**src/rtl/irq_priority_controller_pkg.sv**
```systemverilog
// irq_priority_controller_pkg: shared FSM encoding, SREG flag position and vector helper
package irq_priority_controller_pkg;
   localparam int FLAGS_I = 7;
   localparam int ISR_VECTOR_BASE = 3;
   localparam int ISR_VECTOR_STRIDE = 1;
   typedef enum logic [1:0] {IRQ_IDLE = 2'd0, IRQ_REQ = 2'd1, IRQ_SVC = 2'd2} irq_state_t;
   function automatic int vec_addr(input int base, input int stride, input int id);
      return base + id * stride;
   endfunction
endpackage

```
**src/rtl/irq_priority_controller_encoder.sv**
```systemverilog
// irq_priority_controller_encoder: lowest-index-first priority encoder
//  req   in   NUM_SRC  request vector
//  valid out  1        any request set
//  id    out  4        index of the lowest set request (0 when none)
module irq_priority_controller_encoder #(
   parameter int NUM_SRC = 3
) (
   input  logic [NUM_SRC-1:0] req,
   output logic               valid,
   output logic [3:0]         id
);
   always_comb begin
      valid = |req;
      id = '0;
      for (int i = NUM_SRC - 1; i >= 0; i--)
         if (req[i]) id = 4'(i);
   end
endmodule

```
**src/rtl/irq_priority_controller.sv**
```systemverilog
// irq_priority_controller: prioritised interrupt request with irq/ack handshake and non-nesting FSM
//  clk        in   clock, rising edge
//  reset      in   asynchronous active-high reset
//  src_flag   in   raw source flags
//  src_mask   in   per-source enables
//  mem_sreg   in   status register (global enable at SREG_I_BIT)
//  irq_ack    in   CPU took the vector
//  reti       in   ISR finished
//  irq        out  registered interrupt request
//  vector     out  ISR address of the winner, held until the next win
//  flag_clr   out  one-cycle one-hot clear of the acked source
//  active_id  out  index of the current/last winner
//  in_service out  high while an ISR runs
module irq_priority_controller
   import irq_priority_controller_pkg::*;
#(
   parameter int                  DATA_WIDTH    = 8,
   parameter int                  I_ADDR_WIDTH  = 10,
   parameter int                  NUM_SRC       = 3,
   parameter int                  VECTOR_BASE   = ISR_VECTOR_BASE,
   parameter int                  VECTOR_STRIDE = ISR_VECTOR_STRIDE,
   parameter logic [NUM_SRC-1:0]  EDGE_MODE     = '0,
   parameter int                  SREG_I_BIT    = FLAGS_I
) (
   input  logic                    clk,
   input  logic                    reset,
   input  logic [NUM_SRC-1:0]      src_flag,
   input  logic [NUM_SRC-1:0]      src_mask,
   input  logic [DATA_WIDTH-1:0]   mem_sreg,
   input  logic                    irq_ack,
   input  logic                    reti,
   output logic                    irq,
   output logic [I_ADDR_WIDTH-1:0] vector,
   output logic [NUM_SRC-1:0]      flag_clr,
   output logic [3:0]              active_id,
   output logic                    in_service
);
   irq_state_t state, state_n;
   logic [NUM_SRC-1:0] hist, pend_q, pending, eligible, sel, ack_clr, clr_n;
   logic [I_ADDR_WIDTH-1:0] vector_n;
   logic [3:0] win, id_n;
   logic valid, irq_n, svc_n;
   // only the global-enable bit of SREG is used
   logic unused_sreg;
   assign unused_sreg = ^mem_sreg;
   // edge sources come from the latch, level sources straight from the flag
   assign pending = pend_q | (~EDGE_MODE & src_flag);
   assign eligible = pending & src_mask & {NUM_SRC{mem_sreg[SREG_I_BIT]}};
   assign sel = NUM_SRC'(1) << active_id;
   irq_priority_controller_encoder #(.NUM_SRC(NUM_SRC)) u_enc (
      .req   (eligible),
      .valid (valid),
      .id    (win)
   );
   always_comb begin
      state_n = state;
      irq_n = irq;
      vector_n = vector;
      id_n = active_id;
      svc_n = in_service;
      clr_n = '0;
      ack_clr = '0;
      case (state)
         IRQ_IDLE: if (valid) begin
            irq_n = 1'b1;
            vector_n = I_ADDR_WIDTH'(vec_addr(VECTOR_BASE, VECTOR_STRIDE, int'(win)));
            id_n = win;
            state_n = IRQ_REQ;
         end
         IRQ_REQ: if (irq_ack) begin
            irq_n = 1'b0;
            clr_n = sel;
            ack_clr = sel;
            svc_n = 1'b1;
            state_n = IRQ_SVC;
         end else if (~|(eligible & sel)) begin
            irq_n = 1'b0;
            state_n = IRQ_IDLE;
         end
         IRQ_SVC: begin
            irq_n = 1'b0;
            if (reti) begin
               svc_n = 1'b0;
               state_n = IRQ_IDLE;
            end
         end
         default: state_n = IRQ_IDLE;
      endcase
   end
   always_ff @(posedge clk or posedge reset) begin
      if (reset) begin
         state <= IRQ_IDLE;
         irq <= 1'b0;
         vector <= '0;
         active_id <= '0;
         flag_clr <= '0;
         in_service <= 1'b0;
         hist <= '0;
         pend_q <= '0;
      end else begin
         state <= state_n;
         irq <= irq_n;
         vector <= vector_n;
         active_id <= id_n;
         flag_clr <= clr_n;
         in_service <= svc_n;
         hist <= src_flag;
         // a new rising edge beats a same-cycle clear so the event is kept
         pend_q <= EDGE_MODE & ((src_flag & ~hist) | (pend_q & ~ack_clr));
      end
   end
endmodule

```
**config.mk**
```make
export PLATFORM = sky130hd
export DESIGN_NAME = irq_priority_controller
export DESIGN_NICKNAME = d
export VERILOG_FILES = /design/src/rtl/irq_priority_controller_pkg.sv /design/src/rtl/irq_priority_controller_encoder.sv /design/src/rtl/irq_priority_controller.sv
export SDC_FILE = /design/constraint.sdc
export NUM_CORES = 1
export LEC_CHECK = 0
export ABC_AREA = 1
export CAP_MARGIN = 20
export CORE_MARGIN = 10
export CORE_UTILIZATION = 42
export DETAILED_ROUTE_END_ITERATION = 10
export PLACE_DENSITY = 0.91
export RECOVER_POWER = 50
export SLEW_MARGIN = 20
export SYNTH_ARGS = -nofsm -noshare
export SYNTH_HDL_FRONTEND = slang
export SYNTH_SLANG_ARGS = --single-unit
export TNS_END_PERCENT = 30
```
**constraint.sdc**
```tcl
create_clock -name clk -period 2.3 [get_ports clk]
set_input_delay 0.46 -clock clk [delete_from_list [all_inputs] [get_ports clk]]
set_output_delay 0.46 -clock clk [all_outputs]
set_load 0.02 [all_outputs]
```
## Word level (Yosys, flattened, before mapping)

Cells that the tools add are included.

| word-level totals | value |
|---|---|
| register bits | 21 |
| input port bits | 18 |
| output and inout bits | 19 |
| word-level logic and storage cells | 43 |

| operators by class | value |
|---|---|
| add/subtract/negate cells | 1 |
| eq/ne operators | 6 |
| shifts and indexed selects | 1 |
| muxes and demuxes | 17 |
| bitwise logic cells | 3 |
| reductions and logical operators | 9 |

Operators with widths:

| kind | count |
|---|---|
| 2-bit 2-to-1 mux | 7 |
| 3-bit bitwise AND | 3 |
| 3-bit AND reduction | 3 |
| 3-bit 2-to-1 mux | 2 |
| 2-bit case mux with 3 select lines | 1 |
| 3-bit OR reduction | 2 |
| 2-bit by 4-bit adder with 5-bit output, first input constant | 1 |
| 1-bit 2-to-1 mux | 5 |
| 2-bit != test, second input constant | 2 |
| 1-bit by 4-bit left shift with 3-bit output, first input constant | 1 |
| 3-bit != test, second input constant | 1 |
| 1-bit case mux with 3 select lines | 1 |
| 3-bit nonzero test | 1 |
| 2-bit by 1-bit equality test with 1-bit output, second input constant | 1 |
| 2-bit equality test, second input constant | 1 |
| 2-bit zero test | 1 |
| 2-bit by 1-bit != test with 1-bit output, second input constant | 1 |
| 1-bit case mux with 2 select lines | 1 |
| 2-bit AND reduction | 1 |
| 2-bit nonzero test | 1 |

## Longest topological paths before layout

| depth | value |
|---|---|
| depth after elaboration | 7 |
| mapped depth | 8 |
| gate-level depth less buffers | 8 |

## Hierarchy

A second synthesis with hierarchy kept.

| unflattened totals | value |
|---|---|
| cells, all modules | 122 |
| area total of the unflattened synthesis | 933.4 um^2 |

Modules (own cells, without submodules):

| module | instances | cells each | area each (um^2) | sequential area each (um^2) |
|---|---|---|---|---|
| irq_priority_controller | 1 | 112 | 883.3 | 400.4 |
| irq_priority_controller_encoder | 1 | 10 | 50.0 | 0.0 |

## Worst setup path before layout

Ideal clock, no wire load.

| timing | value |
|---|---|
| kind | input-to-reg |
| start | input port mem_sreg[7] |
| end | register vector[1] |
| setup time | 83 ps |
| data arrival time | 1095 ps |
| required time | 2217 ps |
| slack | 1122 ps |
| cell stages on the path | 5 |
| buffers on the path | 0 |
| path through | nand3_2 > nor2_1 > inv_1 > ha_1 > o21ai_0 |

| between the ends | value |
|---|---|
| longest elaborated chain between the ends | 5 |
| elaborated cells on any way between the ends | 7 |
| those cells by class | add/sub: 1; mux: 3; bitwise: 1; reduce/logical: 2 |

RTL lines:

| element | line | text |
|---|---|---|
| start: declaration | irq_priority_controller.sv:29 | `input logic [DATA_WIDTH-1:0] mem_sreg,` |
| 3-bit bitwise AND * | irq_priority_controller.sv:48 | `assign eligible = pending & src_mask & {NUM_SRC{mem_sreg[SREG_I_BIT]}};` |
| 2-bit 2-to-1 mux (3 in a row) | irq_priority_controller_encoder.sv:16 | `if (req[i]) id = 4'(i);` |
| 2-bit by 4-bit adder with 5-bit output | irq_priority_controller_pkg.sv:8 | `return base + id * stride;` |
| end signal: assignment | irq_priority_controller.sv:103 | `vector <= vector_n;` |
| end: declaration | irq_priority_controller.sv:33 | `output logic [I_ADDR_WIDTH-1:0] vector,` |

Mark *: on every way between the ends. The rest lies on a longest branch, timed or not.
A chain may end at the register's enable or synchronous reset.

## Worst setup path in the final report

| timing | value |
|---|---|
| start | register active_id[1] |
| end | output port active_id[1] |

RTL lines:

| element | line | text |
|---|---|---|
| start: declaration | irq_priority_controller.sv:35 | `output logic [3:0] active_id,` |
| start signal: assignment | irq_priority_controller.sv:104 | `active_id <= id_n;` |

No word-level cell between the ends.

==> summary.txt <==
Power
  • Seq pwr share: approximately 33%
  • Design Power: ~0.0011 W
  • Net Sw Power: around 0.00047 W
  • Comb pwr share: roughly half
  • Internal power: 0.000643 W
  • PD cells: 1160 nW/um^2
  • Worst IR Drop VDD: roughly 0.48 mV
  • Leak: roughly 0.50 nW
  • Clock power frac: approximately 15%
  • Net Sw Frac: approximately 42%

Clocking
  • Htree depth: 1
  • Clk_lat worst skew: roughly 0.28 ns
  • Setup bufs post-CTS: 0
  • Num CTS Buffers: 3
  • Root Driver: clkbuf_4
  • Hold buffers post-CTS: 0
  • Post-cts resize count: 0
  • Clk buf depth: 2
  • Sink Count: 12
  • CTS tree: built
  • Worst-path clk slew: 0.07 ns

Run
  • Max_cap viols: 0

Synthesis
  • Largest area contributor in the netlist: dfrtp_1
  • Synth Cell Area: ~740 sq um
  • Synth top cells by count: nand2_1 (19), inv_1 (13), dfrtp_1 (12)
  • Async set or reset register ratio after synthesis: between 90% and 100%
  • Top FF cell, synth: dfrtp_1
  • Most numerous cell in the Yosys netlist: nand2_1
  • Area contributors post-synth: dfrtp_1 (41%), nand2_1 (9.6%), buf_4 (9.1%)
  • #FFs+latches synth: 12
  • Synthesized instance count: roughly 90
  • Synth cell types: 16
  • Register area share after synthesis: 40.6%
  • Area share of the largest cell type after synthesis: 40.6%
  • EDFF count, synth: 0
  • Synthesized area per cell: between 8 and 9 sq um
  • Synth warn: 0

Timing
  • Fin Clk Skew: between 0.005 and 0.006 ns
  • Fin Setup TNS: 0 ns
  • Min Clock Period, post-route: between 1.5 and 2 ns
  • Final Setup Violations: 0
  • Final hold viol count: 0
  • Final period util: between 70% and 80%
  • Max-slew violation count: 0
  • Max Fclk: ~550 MHz
  • RSZ-0062 raised after global routing: false

Floorplanning
  • Core ar.: 1690 sq um
  • Starting density of the core: 43.8%
  • Area of the die: between 3000 and 4000 sq um
  • I/O pins: 37
  • Die width: 62.0 um
  • Chip height: just over 60 um
  • Row Count: 15

Route
  • Drt wl/cell: approximately 13 um
  • DR iter-0 viols: 20
  • Via count: between 600 and 700
  • Detailed Route WL: between 1500 and 2000 um
  • DRT Pass-1 Iters: 4
  • Residual DRC count: 0
  • Post-route ant nets: 0
  • Avg Vias per Cell: about 4.7

Final layout
  • Layout cells sized above 1: 11.4%
  • Nets: 138
  • Footprint of the multi-input gates: about 350 sq um
  • P&R area growth vs syn: 29.8%
  • Antenna cell count: 0
  • Post-route cell area: 960 sq um
  • Fill count: roughly 150
  • Util after Layout: between 50 and 60%
  • Area occupied by registers: between 300 and 400 sq um

Global route
  • GRT Residual Overflow: 0
  • Initial antenna violation count: 0
  • GRT Overall Usage: 9.03%
  • Pin count of the biggest net entering global routing: 13
  • First-pass GRT wire length: 2550 um
  • Vias in the first global route: between 600 and 700

Setup path
  • Worst endpoint required time: about 1.8 ns
  • CP Max Fanout: 7
  • Endpoint type of the worst setup path: output port
  • Buf+Inv Stages, Crit Path: 1
  • CP Launch Type: flop
  • Slowest stage cell, crit path: clkdlybuf4s50_1
  • Delay-heaviest family, CP: buffers and inverters
  • Crit-path cells: clkdlybuf4s50_1
  • WS Path Type: flop to output port
  • Crit-path max cell delay: 0.65 ns
  • Arr. time, crit path: 1.36 ns

Placed design
  • GP Congestion: around 0.88
  • Post-DP HPWL: between 1000 and 1500 um
  • IO buf count: 20
  • Area after DPL: just over 900 sq um

Min path
  • Worst hold path type: flop to flop

Status
  • Status: completed
-- per-stage QoR --
stage	hold slack, ns	std cells	setup WS, ns
after floorplan	0.325	99	1.12
final	0.473	131	0.478
after global placement	0.461	127	0.494
after CTS	0.477	131	0.461
after global routing	0.525	131	0.416
after detailed placement	0.458	127	0.418
-- registers in the layout, indices dropped and copies added, names as in the netlist --
register	flops
flag_clr	3
vector	3
active_id	2
state	2
in_service	1
irq	1
-- cell families (layout without fill, tap and decap cells) --
| group | Yosys count | after routing | synth area share [%] |
|---|---|---|---|
| fa+ha+maj | 5 | 5 | 8.46 |
| other cells | 1 | 9 | 0.507 |
| buf+inv | 22 | 37 | 15.7 |
| compound gates | 6 | 6 | 5.08 |
| flops | 12 | 12 | 40.6 |
| simple gates | 45 | 45 | 29.6 |
-- routing by layer --
| metal | vias to the layer above | global-route usage, % | wire, um |
|---|---|---|---|
| met4 | 0 | 6.69 | 33 |
| met5 | - | 0 | 0 |
| met1 | 284 | 7.66 | 562 |
| met2 | 16 | 17.1 | 946 |
| li1 | 314 | - | - |
| met3 | 5 | 2.85 | 118 |
-- cell usage in the layout (no fill, tap or decap) --
| cell | count |
|---|---|
| inv_1 | 13 |
| nor2_4 | 1 |
| o21ai_0 | 3 |
| clkbuf_4 | 3 |
| o21a_1 | 1 |
| nor2_2 | 2 |
| conb_1 | 9 |
| nand2_1 | 19 |
| nor3_1 | 3 |
| o31ai_1 | 2 |
| nand2_2 | 3 |
| clkdlybuf4s50_1 | 18 |
| clkbuf_8 | 1 |
| nor2_1 | 8 |
| nand3_2 | 3 |
| ha_1 | 5 |
| nand3_1 | 6 |
| dfrtp_1 | 12 |
| dlygate4sd3_1 | 2 |
-- layout make-up --
type | instances | area share, %
clock buffers | 4 | 3.78
inverters | 13 | 5.08
multi-input cells | 65 | 36.8
flip-flops and latches | 12 | 31.3
well taps | 17 | 2.22
repair buffers | 20 | 20.9
-- power groups by stage --
stage / clock [W] / combinational (W) / sequential [W]
after floorplan: 0 / 0.000276 / 0.000452
after global placement: 0 / 0.000552 / 0.000369
after detailed placement: 0 / 0.000579 / 0.000372
after CTS: 0.000173 / 0.000580 / 0.000368
after global routing: 0.000179 / 0.000631 / 0.000381
final: 0.000169 / 0.000573 / 0.000367
-- final timing paths --
path                                               start                endpoint  slack, ns  depth (start not counted)
min in group asynchronous                          reset  in_service$_DFFE_PP0P_       0.63                          2
max in group asynchronous                          reset    state[0]$_DFFE_PP0P_       1.35                          2
worst min-delay path                     irq$_DFFE_PP0P_         irq$_DFFE_PP0P_       0.47                          2
worst max register to register      state[1]$_DFFE_PP0P_    state[0]$_DFFE_PP0P_       0.95                          7
worst min register to register           irq$_DFFE_PP0P_         irq$_DFFE_PP0P_       0.47                          2
worst max-delay path            active_id[1]$_DFFE_PP0P_            active_id[1]       0.48                          1
No activity file was read; power rests on OpenSTA's default activity.
